[src/rtl/mem_access_stage.sv]
// mem_access_stage
// Memory stage of the 5-stage RISC-V pipeline. Takes the EX/MEM register,
// drives a req/ready data-memory port (alignment check, store lane steering,
// load extraction and sign/zero extension), resolves branches, stalls the
// upstream stages while memory is busy, and registers the MEM/WB outputs.
//
// Ports:
//   clk, reset                 clock (rising edge), async active-high reset
//   Ctl_*_in, Zero_in, Rd_in   EX/MEM control bits, zero flag, destination
//   funct3_in                  [1:0] size (00 b, 01 h, 10 w, 11 illegal), [2] unsigned load
//   ALUresult_in               effective address / ALU result
//   ReadData2_in, PCimm_in     store data, branch target
//   PCSrc_out, PCimm_out       combinational branch resolution
//   stall_out                  combinational freeze of PC, IF/ID, ID/EX, EX/MEM
//   dmem_*                     data-memory request port
//   Ctl_*_out, Rd_out, ALUresult_out, ReadData_out   MEM/WB register
//   misalign_out, bus_err_out  one-cycle exception flags in MEM/WB
module mem_access_stage #(
    parameter int TIMEOUT_CYCLES = 255
) (
    input  logic        clk,
    input  logic        reset,
    input  logic        Ctl_MemtoReg_in,
    input  logic        Ctl_RegWrite_in,
    input  logic        Ctl_MemRead_in,
    input  logic        Ctl_MemWrite_in,
    input  logic        Ctl_Branch_in,
    input  logic        Zero_in,
    input  logic [4:0]  Rd_in,
    input  logic [2:0]  funct3_in,
    input  logic [31:0] ALUresult_in,
    input  logic [31:0] ReadData2_in,
    input  logic [31:0] PCimm_in,
    output logic        PCSrc_out,
    output logic [31:0] PCimm_out,
    output logic        stall_out,
    output logic        dmem_req,
    output logic        dmem_we,
    output logic [31:0] dmem_addr,
    output logic [31:0] dmem_wdata,
    output logic [3:0]  dmem_be,
    input  logic        dmem_ready,
    input  logic [31:0] dmem_rdata,
    output logic        Ctl_MemtoReg_out,
    output logic        Ctl_RegWrite_out,
    output logic [4:0]  Rd_out,
    output logic [31:0] ALUresult_out,
    output logic [31:0] ReadData_out,
    output logic        misalign_out,
    output logic        bus_err_out
);

    localparam logic [0:0] S_IDLE = 1'b0;
    localparam logic [0:0] S_WAIT = 1'b1;
    localparam logic [7:0] TIMEOUT = 8'(TIMEOUT_CYCLES);

    logic [0:0]  state;
    logic [7:0]  cnt;
    logic        access;
    logic        aligned;
    logic        timeout;
    logic [1:0]  off;
    logic [31:0] shifted;
    logic [31:0] load_data;

    assign PCSrc_out = Ctl_Branch_in & Zero_in;
    assign PCimm_out = PCimm_in;

    assign off       = ALUresult_in[1:0];
    assign access    = Ctl_MemRead_in | Ctl_MemWrite_in;
    assign dmem_addr = {ALUresult_in[31:2], 2'b00};

    always_comb begin
        case (funct3_in[1:0])
            2'b00:   aligned = 1'b1;
            2'b01:   aligned = ~off[0];
            2'b10:   aligned = (off == 2'b00);
            default: aligned = 1'b0;
        endcase
    end

    // Last WAIT cycle without ready: release the pipeline and retire a bubble.
    assign timeout = (state == S_WAIT) & ~dmem_ready & (cnt == TIMEOUT);

    // Reset gates the request path directly so req/stall drop at once, even mid-WAIT.
    assign dmem_req  = ~reset & ((state == S_WAIT) | (access & aligned));
    assign dmem_we   = dmem_req & Ctl_MemWrite_in & ~Ctl_MemRead_in;
    assign stall_out = dmem_req & ~dmem_ready & ~timeout;

    always_comb begin
        dmem_wdata = ReadData2_in;
        dmem_be    = 4'b1111;
        if (Ctl_MemWrite_in && !Ctl_MemRead_in) begin
            case (funct3_in[1:0])
                2'b00: begin
                    dmem_wdata = {4{ReadData2_in[7:0]}};
                    dmem_be    = 4'b0001 << off;
                end
                2'b01: begin
                    dmem_wdata = {2{ReadData2_in[15:0]}};
                    dmem_be    = 4'b0011 << off;
                end
                default: begin
                    dmem_wdata = ReadData2_in;
                    dmem_be    = 4'b1111;
                end
            endcase
        end
    end

    assign shifted = dmem_rdata >> {off, 3'b000};

    always_comb begin
        case (funct3_in[1:0])
            2'b00:   load_data = funct3_in[2] ? {24'b0, shifted[7:0]}
                                              : {{24{shifted[7]}}, shifted[7:0]};
            2'b01:   load_data = funct3_in[2] ? {16'b0, shifted[15:0]}
                                              : {{16{shifted[15]}}, shifted[15:0]};
            default: load_data = shifted;
        endcase
    end

    // Request/wait FSM with cycle counter for the bus timeout.
    always_ff @(posedge clk or posedge reset) begin
        if (reset) begin
            state <= S_IDLE;
            cnt   <= 8'd0;
        end else begin
            case (state)
                S_IDLE: begin
                    if (access && aligned && !dmem_ready) begin
                        state <= S_WAIT;
                        cnt   <= 8'd1;
                    end
                end
                default: begin
                    if (dmem_ready || timeout) begin
                        state <= S_IDLE;
                        cnt   <= 8'd0;
                    end else begin
                        cnt <= cnt + 8'd1;
                    end
                end
            endcase
        end
    end

    // MEM/WB register: bubble while stalled, exception bubbles for
    // misaligned or timed-out accesses, otherwise the instruction itself.
    always_ff @(posedge clk or posedge reset) begin
        if (reset) begin
            Ctl_MemtoReg_out <= 1'b0;
            Ctl_RegWrite_out <= 1'b0;
            Rd_out           <= 5'd0;
            ALUresult_out    <= 32'd0;
            ReadData_out     <= 32'd0;
            misalign_out     <= 1'b0;
            bus_err_out      <= 1'b0;
        end else begin
            Ctl_MemtoReg_out <= 1'b0;
            Ctl_RegWrite_out <= 1'b0;
            Rd_out           <= 5'd0;
            ALUresult_out    <= 32'd0;
            ReadData_out     <= 32'd0;
            misalign_out     <= 1'b0;
            bus_err_out      <= 1'b0;
            if (!stall_out) begin
                if (access && !aligned) begin
                    misalign_out <= 1'b1;
                end else if (timeout) begin
                    bus_err_out <= 1'b1;
                end else begin
                    Ctl_MemtoReg_out <= Ctl_MemtoReg_in;
                    Ctl_RegWrite_out <= Ctl_RegWrite_in;
                    Rd_out           <= Rd_in;
                    ALUresult_out    <= ALUresult_in;
                    ReadData_out     <= Ctl_MemRead_in ? load_data : 32'd0;
                end
            end
        end
    end

endmodule

[config.mk]
export PLATFORM = sky130hd
export DESIGN_NAME = mem_access_stage
export DESIGN_NICKNAME = d
export VERILOG_FILES = /design/src/rtl/mem_access_stage.sv
export SDC_FILE = /design/constraint.sdc
export NUM_CORES = 1
export LEC_CHECK = 0
export ABC_AREA = 1
export CORE_AREA = 2 2 126 128
export DETAILED_ROUTE_END_ITERATION = 6
export DIE_AREA = 0 0 128 130
export PLACE_DENSITY = 0.75
export SETUP_SLACK_MARGIN = 0.3
export SYNTH_ARGS = -nofsm -noshare
export SYNTH_HDL_FRONTEND = slang
export SYNTH_SLANG_ARGS = --single-unit
export TNS_END_PERCENT = 50
[constraint.sdc]
create_clock -name clk -period 4.6 [get_ports clk]
set_input_delay 0.46 -clock clk [delete_from_list [all_inputs] [get_ports clk]]
set_output_delay 0.46 -clock clk [all_outputs]
set_load 0.02 [all_outputs]
### Word level (Yosys, flattened, before mapping)

Cells that the tools add are included.

| word-level totals | value |
|---|---|
| register bits | 82 |
| bits of input ports | 145 |
| logic and storage cells | 78 |

| operators by class | value |
|---|---|
| $add $sub $neg | 1 |
| equal/unequal tests | 3 |
| shift-type cells | 3 |
| multiplexer cells | 35 |
| bitwise operators | 16 |
| reduce and logical (&&, ||, !) cells | 11 |

Operators by type and width:

| cell | number |
|---|---|
| 32-bit 2-to-1 mux | 10 |
| 32-bit one-hot mux with 2 select lines | 2 |
| 32-bit by 5-bit right shift with 32-bit output | 1 |
| 8-bit 2-to-1 mux | 3 |
| 5-bit 2-to-1 mux | 3 |
| 1-bit 2-to-1 mux | 14 |
| 1-bit bitwise AND | 9 |
| 8-bit by 1-bit adder with 8-bit output, second input constant | 1 |
| 8-bit == test, second input constant | 1 |
| 4-bit one-hot mux with 2 select lines | 1 |
| 1-bit inverter | 5 |
| 1-bit logical AND | 4 |
| 2-bit zero test | 2 |
| 4-bit 2-to-1 mux | 1 |
| 1-bit by 2-bit << shifter with 4-bit output, first input constant | 1 |
| 2-bit by 2-bit << shifter with 4-bit output, first input constant | 1 |
| 1-bit zero test | 3 |
| 1-bit one-hot mux with 3 select lines | 1 |
| 2-bit by 1-bit == test with 1-bit output, second input constant | 1 |
| 2-bit == test, second input constant | 1 |
| 1-bit bitwise OR | 2 |
| 2-bit nonzero test | 1 |
| 1-bit logical OR | 1 |

### Longest topological paths before layout

| depth | value |
|---|---|
| depth after elaboration | 8 |
| gate-level depth with buffers | 10 |
| depth with buffers taken out | 8 |

### Worst setup path after synthesis

No wires, ideal clock.

| path | value |
|---|---|
| kind | input-to-output |
| start | input port reset |
| end | output port dmem_we |
| arrival | 2820 ps |
| slack | 1320 ps |
| stages on the path | 3 |
| buffers on the path | 0 |
| cells stage by stage | inv_1 -> nand2_1 -> nor2_1 |

| between the ends | value |
|---|---|
| longest elaborated chain between the ends | 4 |

RTL lines:

| element | line | text |
|---|---|---|
| from (decl) | 22 | `input logic reset,` |
| 1-bit inverter | 86 | `assign dmem_req = ~reset & ((state == S_WAIT) \| (access & aligned));` |
| 1-bit bitwise AND | 86 |  |
| 1-bit bitwise AND (2 in series) | 87 | `assign dmem_we = dmem_req & Ctl_MemWrite_in & ~Ctl_MemRead_in;` |
| to (decl) | 38 | `output logic dmem_we,` |

Every way passes these cells.

### Worst setup path after layout

| path | value |
|---|---|
| start | input port Ctl_MemRead_in |
| end | output port dmem_wdata[18] |

| between the ends | value |
|---|---|
| longest elaborated chain between the ends | 3 |

RTL lines:

| element | line | text |
|---|---|---|
| from (decl) | 25 | `input logic Ctl_MemRead_in,` |
| 1-bit zero test | 93 | `if (Ctl_MemWrite_in && !Ctl_MemRead_in) begin` |
| 1-bit logical AND | 93 |  |
| 32-bit 2-to-1 mux | 93 |  |
| to (decl) | 40 | `output logic [31:0] dmem_wdata,` |

Every way passes these cells.

==> summary.txt <==
Run status -> finished clean
DR vias/cell -> 4.61
Largest net degree at the start of global routing -> 84
Clk Latency, worst-skew pair -> 330 ps
Synth unique cells -> 35
Vias in the first global route -> 4759
Nets -> 1004
Tot Pwr -> 2200 uW
Slowest stage delay, CP -> 650 ps
Top Ports -> 322
Total Die Area -> 0.0166 mm2
DRT Pass-1 Iters -> 5
Peak VDD IR -> 0.147 mV
Design area -> 0.00757 mm2
Post-synth top flop -> dfrtp_1
Final cycle utilization of the critical path -> 73.0%
GRT Util Overall -> 20.2%
Synth Instances -> 685
Setup TNS -> 0 ps
CP bufs+invs -> 5
Min-delay worst type -> flop to flop
Hold Buf Count CTS -> 0
CP Max Fanout -> 24
# setup viols final -> 0
Port buffer count -> 255
Worst path slowest cell -> clkdlybuf4s50_1
Slew Limit Fails -> 0
Hpwl dp -> 13.4 mm
Area grow syn2layout -> 47.2%
DR WL/cell -> 16.2 um
Top delay family on crit path -> buffers and inverters
CP Capture Type -> primary output
Ys async rst share -> 100%
N_diodes -> 0
DRT iter0 DRCs -> 372
Die Width -> 128 um
Net switching fraction of the power -> 29.6%
Int Power -> 1550 uW
DP Area -> 0.00724 mm2
Htree depth -> 3
Post-Route WL -> 17.0 mm
CTS Buf Count -> 9
Filler instances -> 1508
Sink Count -> 82
Clk pin slew, worst setup/hold paths -> 60 ps
PostCTS Resize Cnt -> 0
CTS tree -> yes
Worst hold margin -> 538 ps
Vias after detailed routing -> 4859
Largest cells by area after synthesis -> dfrtp_1, nand2_1, buf_4
Starting Density -> 33.3%
Initial antenna violation count -> 0
Worst-Margin Slew -> 1080 ps
Clock Tree Root -> clkbuf_16
Setup CP Type -> primary input to primary output
Setup Buffers After CTS -> 0
Seq/Total Area, Yosys -> 39.9%
Critical Path RT -> 4140 ps
Crit path DAT -> 2900 ps
Period minus WS final -> 3360 ps
Psw -> 652 uW
First-pass GRT wire length -> 25.7 mm
Final Hold Fails -> 0
Clock Power Share -> 35.8%
Post-synthesis cell area -> 0.00514 mm2
Final Skew -> 7.48 ps
Max Fclk -> 298 MHz
Layout cells sized above 1 -> 8.11%
Power share of the sequential group -> 35.8%
Comb pwr share -> 28.4%
Flops & latches, synth -> 82
Die H -> 130 um
Placeable Area -> 0.0154 mm2
Post-synth EDFFs -> 0
Leakage -> 0.00374 uW
Ys Warns -> 0
Routability cong. -> 0.934
GR Overflow Total -> 0
Yosys top cell area share -> 39.9%
Worst path cell trace -> clkdlybuf4s50_1 > nor2_4 > inv_1 > nor2_1 > buf_4 > inv_1 > o21ai_0 > clkdlybuf4s50_1
DR DRC count -> 0
Slew headroom -> 28.1%
Antenna Nets Post-Route -> 0
Max Root-Sink Buffers -> 2
RSZ-0062 raised after global routing -> false
Avg Cell Area, Syn -> 7.51 um2
Power Dens Cells -> 291 mW/mm2
CP Launch Type -> primary input
Row count -> 46
Number of max-cap violations -> 0
Yosys top cell by area -> dfrtp_1
## stage by stage
stage | util, % | setup slack (ps) | std cells
after detailed placement | 46.9 | 1190 | 1039
after global routing | 49.1 | 940 | 1055
after floorplan | - | 1320 | 686
after CTS | 49.1 | 1190 | 1055
final | 49.1 | 1240 | 1055
after global placement | 46.9 | 1210 | 1039
## registers in the layout, indices dropped and copies added, names as in the netlist
name / count
ALUresult_out: 32
Ctl_MemtoReg_out: 1
Ctl_RegWrite_out: 1
Rd_out: 5
ReadData_out: 32
bus_err_out: 1
cnt: 8
misalign_out: 1
state: 1
## synth_stat cells, drive strengths merged, types with 2 or more instances
master	instances
nand2	189
nor2	101
inv	100
buf	97
dfrtp	82
o21ai	55
nand3	17
o22ai	8
a211oi	7
nand4	6
o2111ai	6
clkbuf	4
xor2	3
nor3	2
or2	2
## final timing paths
kind                           startpoint             end  slack, ps  cells after the start
max                        Ctl_MemRead_in  dmem_wdata[18]       1240                      8
min                                cnt[0]          cnt[0]        540                      1
max reg2reg                        cnt[0]       Rd_out[3]       2620                      8
min reg2reg                        cnt[0]          cnt[0]        540                      1
max in group asynchronous           reset          cnt[3]       3030                      3
min in group asynchronous           reset          cnt[1]        870                      3
## area by class of cell
| type | instances | area, um2 | area share [%] |
|---|---|---|---|
| clock buffers | 11 | 243 | 3.21 |
| multi-input cells | 403 | 1960 | 26.0 |
| repair buffers | 262 | 2610 | 34.4 |
| flip-flops and latches | 82 | 2050 | 27.1 |
| inverters | 100 | 379 | 5.01 |
| well taps | 192 | 240 | 3.17 |
| clock inverters | 5 | 86.3 | 1.14 |
## cell families (layout without fill, tap and decap cells)
group                    count (synthesis)  in the layout  share of synthesized area (%)
adder cells (fa/ha/maj)                  1              1                          0.243
other                                    1              2                         0.0729
AND/OR/NAND/NOR                        318            318                           28.5
flip-flops                              82             82                           39.9
buffers and inverters                  201            378                           22.0
XOR/XNOR                                 3              3                          0.511
AO/OA/AOI/OAI                           79             79                           8.76
## placed cells by master, fill, tap and decap left out, types with 3 or more instances in the layout
| master | synthesis | final |
|---|---|---|
| a211oi_1 | 7 | 7 |
| buf_4 | 82 | 7 |
| clkbuf_16 | 0 | 9 |
| clkdlybuf4s50_1 | 0 | 255 |
| dfrtp_1 | 82 | 82 |
| inv_1 | 97 | 96 |
| nand2_1 | 181 | 181 |
| nand2_2 | 5 | 5 |
| nand2_4 | 3 | 3 |
| nand3_1 | 10 | 10 |
| nand3_2 | 5 | 5 |
| nand4_1 | 5 | 5 |
| nor2_1 | 74 | 74 |
| nor2_2 | 15 | 15 |
| nor2_4 | 12 | 12 |
| o2111ai_1 | 6 | 6 |
| o21ai_0 | 54 | 54 |
| o22ai_1 | 8 | 8 |
| xor2_1 | 3 | 3 |
## power by group through the flow
| stage | registers (uW) | clock network [uW] | logic (uW) |
|---|---|---|---|
| CTS | 788 | 812 | 633 |
| detailed placement | 801 | 0 | 631 |
| finish | 787 | 788 | 626 |
| global route | 791 | 838 | 680 |
| global placement | 798 | 0 | 623 |
| floorplan | 853 | 0 | 328 |
## layer usage
| metal | GRT usage (%) | part of all wire, % | vias to the layer above |
|---|---|---|---|
| li1 | - | - | 2361 |
| met1 | 21.3 | 36 | 2243 |
| met2 | 39.2 | 54 | 211 |
| met3 | 2.58 | 5.5 | 44 |
| met4 | 10.3 | 3.7 | 0 |
| met5 | 0 | 0 | - |
Power figures use the tool's default switching activity.
